[config.mk]
export PLATFORM = sky130hd
export DESIGN_NAME = pwm_generator_flat
export DESIGN_NICKNAME = d
export VERILOG_FILES = /design/src/rtl/pwm_generator_if.sv /design/src/rtl/pwm_generator.sv /design/src/flat_wrapper.sv
export SDC_FILE = /design/constraint.sdc
export NUM_CORES = 1
export LEC_CHECK = 0
export CAP_MARGIN = 20
export CORE_UTILIZATION = 56
export CTS_CLUSTER_SIZE = 14
export DETAILED_ROUTE_END_ITERATION = 10
export PLACE_DENSITY = 0.89
export SYNTH_ARGS = -nofsm -noshare
export SYNTH_HDL_FRONTEND = slang
export SYNTH_SLANG_ARGS = --single-unit
[constraint.sdc]
create_clock -name i_clk -period 2.2 [get_ports i_clk]
set_input_delay 0.44 -clock i_clk [delete_from_list [all_inputs] [get_ports i_clk]]
set_output_delay 0.44 -clock i_clk [all_outputs]
set_load 0.05 [all_outputs]
[src/rtl/pwm_generator_if.sv]
// pwm_generator_if: top/compare stream from the PWM sequencer into the PWM
// generator, plus the generator's output strobes.
//   i_top / i_top_valid         : new period top (period = top+1), valid-only strobe
//   i_compare / i_compare_valid : new compare (duty) value, valid-only strobe
//   o_pwm                       : registered PWM output
//   o_period_start              : one-cycle strobe for the count-0 output cycle
//   o_update                    : one-cycle strobe for the first period on new values
// master = sequencer side, slave = generator side.
interface pwm_generator_if #(
  parameter int TOP_W = 8,
  parameter int CMP_W = TOP_W + 1
);
  logic [TOP_W-1:0] i_top;
  logic             i_top_valid;
  logic [CMP_W-1:0] i_compare;
  logic             i_compare_valid;
  logic             o_pwm;
  logic             o_period_start;
  logic             o_update;

  modport master (
    output i_top, i_top_valid, i_compare, i_compare_valid,
    input  o_pwm, o_period_start, o_update
  );

  modport slave (
    input  i_top, i_top_valid, i_compare, i_compare_valid,
    output o_pwm, o_period_start, o_update
  );
endinterface

[src/rtl/pwm_generator.sv]
// pwm_generator: single-channel PWM with double-buffered period/compare.
// New top/compare values are captured into shadow registers on their strobes
// and only copied into the active registers at the period boundary, so the
// output never glitches mid-period.
//   i_clk   : system clock, rising edge
//   i_rst_n : asynchronous active-low reset
//   bus     : pwm_generator_if slave (top/compare strobes in, pwm/strobes out)
module pwm_generator #(
  parameter int               TOP_W     = 8,
  parameter int               CMP_W     = TOP_W + 1,
  parameter logic [TOP_W-1:0] RESET_TOP = TOP_W'(8'hFF),
  parameter logic [CMP_W-1:0] RESET_CMP = CMP_W'(0)
) (
  input  logic          i_clk,
  input  logic          i_rst_n,
  pwm_generator_if.slave bus
);

  logic [TOP_W-1:0] c;
  logic [TOP_W-1:0] top_act, top_pend;
  logic [CMP_W-1:0] cmp_act, cmp_pend;
  logic             top_pf, cmp_pf;
  logic             applied;     // last edge was a boundary that loaded new values
  logic             pwm_q, ps_q, upd_q;
  logic             boundary;

  assign boundary = (c == top_act);

  always_ff @(posedge i_clk or negedge i_rst_n) begin
    if (!i_rst_n) begin
      c        <= '0;
      top_act  <= RESET_TOP;
      cmp_act  <= RESET_CMP;
      top_pend <= '0;
      cmp_pend <= '0;
      top_pf   <= 1'b0;
      cmp_pf   <= 1'b0;
      applied  <= 1'b0;
      pwm_q    <= 1'b0;
      ps_q     <= 1'b0;
      upd_q    <= 1'b0;
    end else begin
      c <= boundary ? '0 : c + TOP_W'(1);

      if (boundary) begin
        // A strobe landing on the boundary cycle bypasses the shadow and
        // overrides any older pending value.
        if (bus.i_top_valid)     top_act <= bus.i_top;
        else if (top_pf)         top_act <= top_pend;
        if (bus.i_compare_valid) cmp_act <= bus.i_compare;
        else if (cmp_pf)         cmp_act <= cmp_pend;
        top_pf <= 1'b0;
        cmp_pf <= 1'b0;
      end else begin
        // Last strobe before the boundary wins.
        if (bus.i_top_valid) begin
          top_pend <= bus.i_top;
          top_pf   <= 1'b1;
        end
        if (bus.i_compare_valid) begin
          cmp_pend <= bus.i_compare;
          cmp_pf   <= 1'b1;
        end
      end

      applied <= boundary &
                 (bus.i_top_valid | top_pf | bus.i_compare_valid | cmp_pf);

      // Compare at CMP_W so cmp_act > top_act gives 100% duty.
      pwm_q <= (CMP_W'(c) < cmp_act);
      ps_q  <= (c == '0);
      // Delayed one edge so it lines up with o_period_start of the new period.
      upd_q <= applied;
    end
  end

  assign bus.o_pwm          = pwm_q;
  assign bus.o_period_start = ps_q;
  assign bus.o_update       = upd_q;

endmodule

[src/flat_wrapper.sv]
// flat-port wrapper written by rule: the top's interface ports become plain ports
module pwm_generator_flat 
#(
  parameter int               TOP_W     = 8,
  parameter int               CMP_W     = TOP_W + 1,
  parameter logic [TOP_W-1:0] RESET_TOP = TOP_W'(8'hFF),
  parameter logic [CMP_W-1:0] RESET_CMP = CMP_W'(0)
)
  (i_clk, i_rst_n, bus_i_top, bus_i_top_valid, bus_i_compare, bus_i_compare_valid, bus_o_pwm, bus_o_period_start, bus_o_update);
  pwm_generator_if #(.TOP_W(TOP_W), .CMP_W(CMP_W)) bus_i ();
  input  logic i_clk;
  input  logic i_rst_n;
  input wire logic [$bits(bus_i.i_top)-1:0] bus_i_top;
  input wire logic [$bits(bus_i.i_top_valid)-1:0] bus_i_top_valid;
  input wire logic [$bits(bus_i.i_compare)-1:0] bus_i_compare;
  input wire logic [$bits(bus_i.i_compare_valid)-1:0] bus_i_compare_valid;
  output wire logic [$bits(bus_i.o_pwm)-1:0] bus_o_pwm;
  output wire logic [$bits(bus_i.o_period_start)-1:0] bus_o_period_start;
  output wire logic [$bits(bus_i.o_update)-1:0] bus_o_update;
  assign bus_i.i_top = bus_i_top;
  assign bus_i.i_top_valid = bus_i_top_valid;
  assign bus_i.i_compare = bus_i_compare;
  assign bus_i.i_compare_valid = bus_i_compare_valid;
  assign bus_o_pwm = bus_i.o_pwm;
  assign bus_o_period_start = bus_i.o_period_start;
  assign bus_o_update = bus_i.o_update;
  pwm_generator #(.TOP_W(TOP_W), .CMP_W(CMP_W), .RESET_TOP(RESET_TOP), .RESET_CMP(RESET_CMP)) u_core (.i_clk(i_clk), .i_rst_n(i_rst_n), .bus(bus_i));
endmodule
# Word-level counts from Yosys, hierarchy flattened
# Index checks and enable logic that the tools add are counted.
[word_totals]
regBits = 48
latchBits = 0
mem_bits_rw = 0
mem_bits_ro = 0
inputBits = 21
mem_count = 0
[classes]
add_sub_neg = 1
n_mul = 0
n_div = 0
magnitude_cmp = 1
n_eq_ne = 1
shift = 0
n_mux = 9
bitwise = 5
n_reduce_logical = 9
[op_table]
columns = ["cell", "n"]
rows = [
  ["$mux W8", 3],
  ["$mux W9", 2],
  ["$lt A8 B9 Y1", 1],
  ["$add A8 B1 Y8 const B", 1],
  ["$eq A8 B8 Y1", 1],
  ["$logic_not A8 Y1", 1],
  ["$reduce_and A2 Y1", 4],
  ["$reduce_bool A2 Y1", 4],
  ["$mux W1", 4],
  ["$or A1 B1 Y1", 3],
  ["$and A1 B1 Y1", 1],
  ["$not A1 Y1", 1],
]

# Longest topological paths before layout
[logic_depth]
depth_word = 4
ltp_mapped = 7

# Least setup slack after synthesis
# Ideal clock, no wire load.
[synth_path]
kind = "reg2reg"
start = "register u_core.c[0]"
end = "register u_core.cmp_pend[0]"
setup_ns = 0.125
arrival_ns = 1.573
required_time_ns = 2.075
setup_slack_ns = 0.502
stages_incl_launch_ff = 6
n_path_buf = 0
period_less_slack_ns = 1.698
path_cell_list = "dfrtp_1 xor2_1 nor4_2 nand2_2 nand2_4 mux2_2"
[synth_between]
elab_chain_cells = 3
[synth_lines]
columns = ["item", "line_no", "source"]
rows = [
  ["from (decl)", "pwm_generator.sv:19", "logic [TOP_W-1:0] c;"],
  ["from (signal assigned)", "pwm_generator.sv:43", "c <= boundary ? '0 : c + TOP_W'(1);"],
  ["$eq A8 B8 Y1", "pwm_generator.sv:27", "assign boundary = (c == top_act);"],
  ["$not A1 Y1 (no line)", "n/a", ""],
  ["$reduce_and A2 Y1 (no line)", "n/a", ""],
  ["to (signal assigned)", "pwm_generator.sv:61", "cmp_pend <= bus.i_compare;"],
  ["to (decl)", "pwm_generator.sv:21", "logic [CMP_W-1:0] cmp_act, cmp_pend;"],
]
# Every way passes these cells.
# A chain may end at the register's enable or synchronous reset.

# Worst setup path after layout
[layout_path]
start = "register u_core.c[1]"
end = "register u_core.top_pend[2]"
[layout_between]
elab_chain_cells = 3
[layout_lines]
columns = ["item", "line_no", "source"]
rows = [
  ["$eq A8 B8 Y1", "pwm_generator.sv:27", ""],
  ["$not A1 Y1 (no line)", "n/a", ""],
  ["$reduce_and A2 Y1 (no line)", "n/a", ""],
  ["to (signal assigned)", "pwm_generator.sv:57", "top_pend <= bus.i_top;"],
  ["to (decl)", "pwm_generator.sv:20", "logic [TOP_W-1:0] top_act, top_pend;"],
]
# Every way passes these cells.

==> summary.txt <==
Clock tree
  • Clk slew on worst S/H paths: 90 ps
  • Max Root-Sink Buffers: 2
  • # hold bufs at CTS: 0
  • PostCTS Resize Cnt: 0
  • H-tree depth: 2
  • Worst skew pair latency: 310 ps
  • Total CTS buffers: 5
  • Post-CTS Setup Repair Bufs: 0
  • CTS tree: yes
  • Clk root buf: clkbuf_8
  • Clk sinks: 48

Logic synthesis
  • Synth top area cells: dfrtp_1 (42%), dfstp_2 (8.8%), mux2_2 (8.0%), xor2_1 (4.8%), ha_1 (4.7%)
  • Leading register cell type out of synthesis: dfrtp_1
  • Mapped Cells: 205
  • Syn avg cell area: 11.65 µm²
  • Ys Warns: 0
  • Syn nets: between 200 and 250
  • Count leader, synth: dfrtp_1
  • Synth area leader: dfrtp_1
  • Top cells by count, synth: dfrtp_1 (40), mux2_2 (17), a21oi_1 (13), xor2_1 (13)
  • Synth unique cells: 35
  • Ys async rst share: 100.0%
  • Synth top area share: a little over two fifths
  • Flops & latches, synth: 48
  • Part of the Yosys area used for sequential elements: 50.71%
  • EDFF count, synth: 0
  • Synth Cell Area: about 2400 µm²

Final layout
  • Area of the multi-input gates: 1080 µm²
  • Antenna diode count: 0
  • Final Util: 68.18%
  • Fin nets: 262
  • Fraction of layout cells with a size suffix above 1: 20.17%
  • Filler cell count: 292
  • Non-filler cells, final: 283
  • Sequential cell area: around 1200 µm²
  • Area grow syn2layout: 15.82%

Global routing
  • Antenna violations before repair: 0
  • Vias in the first global route: 1758
  • Total grt overflow: 0
  • Maximum number of pins on one net before global-route repair: 26
  • Global-route usage over all layers: ~24%
  • Global-route wire length before repair: 7983 µm

Worst setup path
  • Critical Path AT: 2080 ps
  • R2R Setup Slk: 300 ps
  • WP data required: 2390 ps
  • CP delay by family, top: simple AND/OR/NAND/NOR gates
  • CP Capture Type: flop
  • Start of the worst register-to-register path: u_core.c[1]
  • Buffers and inverters on the worst path: 0
  • Slowest stage delay, CP: between 400 and 500 ps
  • Reg2reg end: u_core.top_pend[2]
  • FF-to-FF path depth: 5
  • Cell Chain, Critical Path: xor2_1 -> nor4_2 -> nand2_2 -> nand2_4 -> mux2_2
  • Setup crit start kind: flop
  • Setup CP Type: flop to flop
  • Crit-path max FO: 8
  • Slowest CP cell: dfrtp_1

Flow run
  • Max cap viols: 0

Routing
  • DR WL/cell: 16.39 µm
  • Antenna-violating nets left: 0
  • DR top layer: met4
  • Drt pass-1 iters: 4
  • Routed wire length: 4637 µm
  • Met3 Wirelength: around 170 µm
  • DRC: 0
  • Via density: 6.035
  • Met1 WL: 2130 µm
  • Met2 wire length: between 2000 and 2500 µm
  • Iteration-0 DRC Markers: roughly 160
  • Via Count: 1708

Timing
  • Final min period: 1896 ps
  • Fmax achieved: around 530 MHz
  • Hold WS: 105.4 ps
  • Tcrit/Tclk final: between 80% and 90%
  • Final Slew Violations: 0
  • Final setup fails: 0
  • Worst slew pin tran: 616.3 ps
  • Headroom to the max-slew limit: 58.78%
  • RSZ-0062 raised after global routing: no
  • Final Skew: 16.48 ps
  • Setup tns final: 0 ps
  • Final Hold Viols: 0

Die
  • Top Ports: 24
  • Core footprint: 4058 µm²
  • Area of the die: 4531 µm²
  • Die Height: 67.31 µm
  • FP Rows: 23
  • Starting Density: 58.87%
  • Die extent in x: 67.31 µm

Placement
  • Placed Instances: around 280
  • GPL Wtd Cong: 0.7917
  • Dpl hpwl: 3264 µm
  • PortBufs: 23

Pwr
  • Leak: ~0.0012 µW
  • Maximum ir drop on the vdd rail: 654.9 µV
  • PnR Total Power: 3093 µW
  • Power density over the cells: 1118 nW/µm²

Min path
  • Hold crit path type: input pin to asynchronous set/reset pin

Status
  • Status: completed
[kinds of logic after synthesis]
| logic type | Yosys count | share of synthesized area, % |
|---|---|---|
| xor gates and xnor gates | 14 | 5.134 |
| and+or+nand+nor | 58 | 15.61 |
| AOI/OAI and AO/OA | 39 | 11.73 |
| DFF | 48 | 50.71 |
| buffers and inverters | 20 | 4.085 |
| adders and majority gates | 9 | 4.715 |
| muxes | 17 | 8.015 |
[area by class of cell]
class | count | area share, %
Sequential cell | 48 | 43.78
Multi-Input combinational cell | 137 | 39.03
Timing Repair Buffer | 31 | 10.76
Clock buffer | 7 | 2.759
Tap cell | 50 | 2.261
Inverter | 9 | 1.221
Clock inverter | 1 | 0.1809
[how the worst max path moves through the flow]
stage,start,endpoint,slack (ps),cells past startpoint
after floorplan,u_core.c[0],u_core.cmp_pend[0],500,5
after global placement,bus_i_top_valid,u_core.top_pend[2],270,3
after detailed placement,bus_i_top_valid,u_core.top_act[7],250,3
after CTS,u_core.c[1],u_core.top_pend[2],280,5
after global routing,u_core.c[1],u_core.top_pend[1],180,5
final,u_core.c[1],u_core.top_pend[2],300,5
[registers in the layout, indices dropped and copies added, names as in the netlist, 8 cells and up]
| name | flops |
|---|---|
| u_core.cmp_pend | 9 |
| u_core.c | 8 |
| u_core.top_pend | 8 |
| u_core.top_act | 8 |
| u_core.cmp_act | 9 |
[per-layer routing]
metal  GRT usage [%]  up-vias
li1                -      798
met1           30.59      862
met2           39.25       44
met3           6.588        4
met4           10.11        0
met5               0        -
[power by group]
group	leakage, µW	switching (µW)	internal (µW)	total [µW]
registers	0.000548	275	1210	1480
logic	0.000614	569	529	1100
clock network	0.0000422	287	224	511
[cell usage in the layout, fill, tap and decap left out]
cell type / n
dfrtp_1: 40
clkdlybuf4s50_1: 22
mux2_2: 17
xor2_1: 13
a21oi_1: 13
nand3_1: 11
nor2_1: 11
inv_1: 9
and3b_1: 9
o2bb2ai_1: 9
ha_1: 9
a32oi_1: 8
dfstp_2: 8
nand4b_1: 7
buf_4: 7
nand2_1: 6
clkbuf_8: 5
o211ai_1: 4
nor4_2: 2
and2_1: 2
and3_1: 2
nor2b_1: 2
nand2_4: 2
clkbuf_1: 2
xnor2_1: 1
nand2_2: 1
or4b_2: 1
nor4_1: 1
a21o_1: 1
nand2b_1: 1
o21ai_0: 1
a221o_1: 1
o21ai_1: 1
o21ai_2: 1
clkinv_2: 1
buf_2: 1
buf_12: 1
[stage by stage]
stage | setup slack (ps) | instance area [µm²]
2_1_floorplan | 502.4 | 2389
3_3_place_gp | 267.1 | 2685
3_5_place_dp | 254.2 | 2685
4_1_cts | 283.3 | 2766
5_1_grt | 175.5 | 2766
6_report | 304.4 | 2766
No activity file was read; power rests on OpenSTA's default activity.
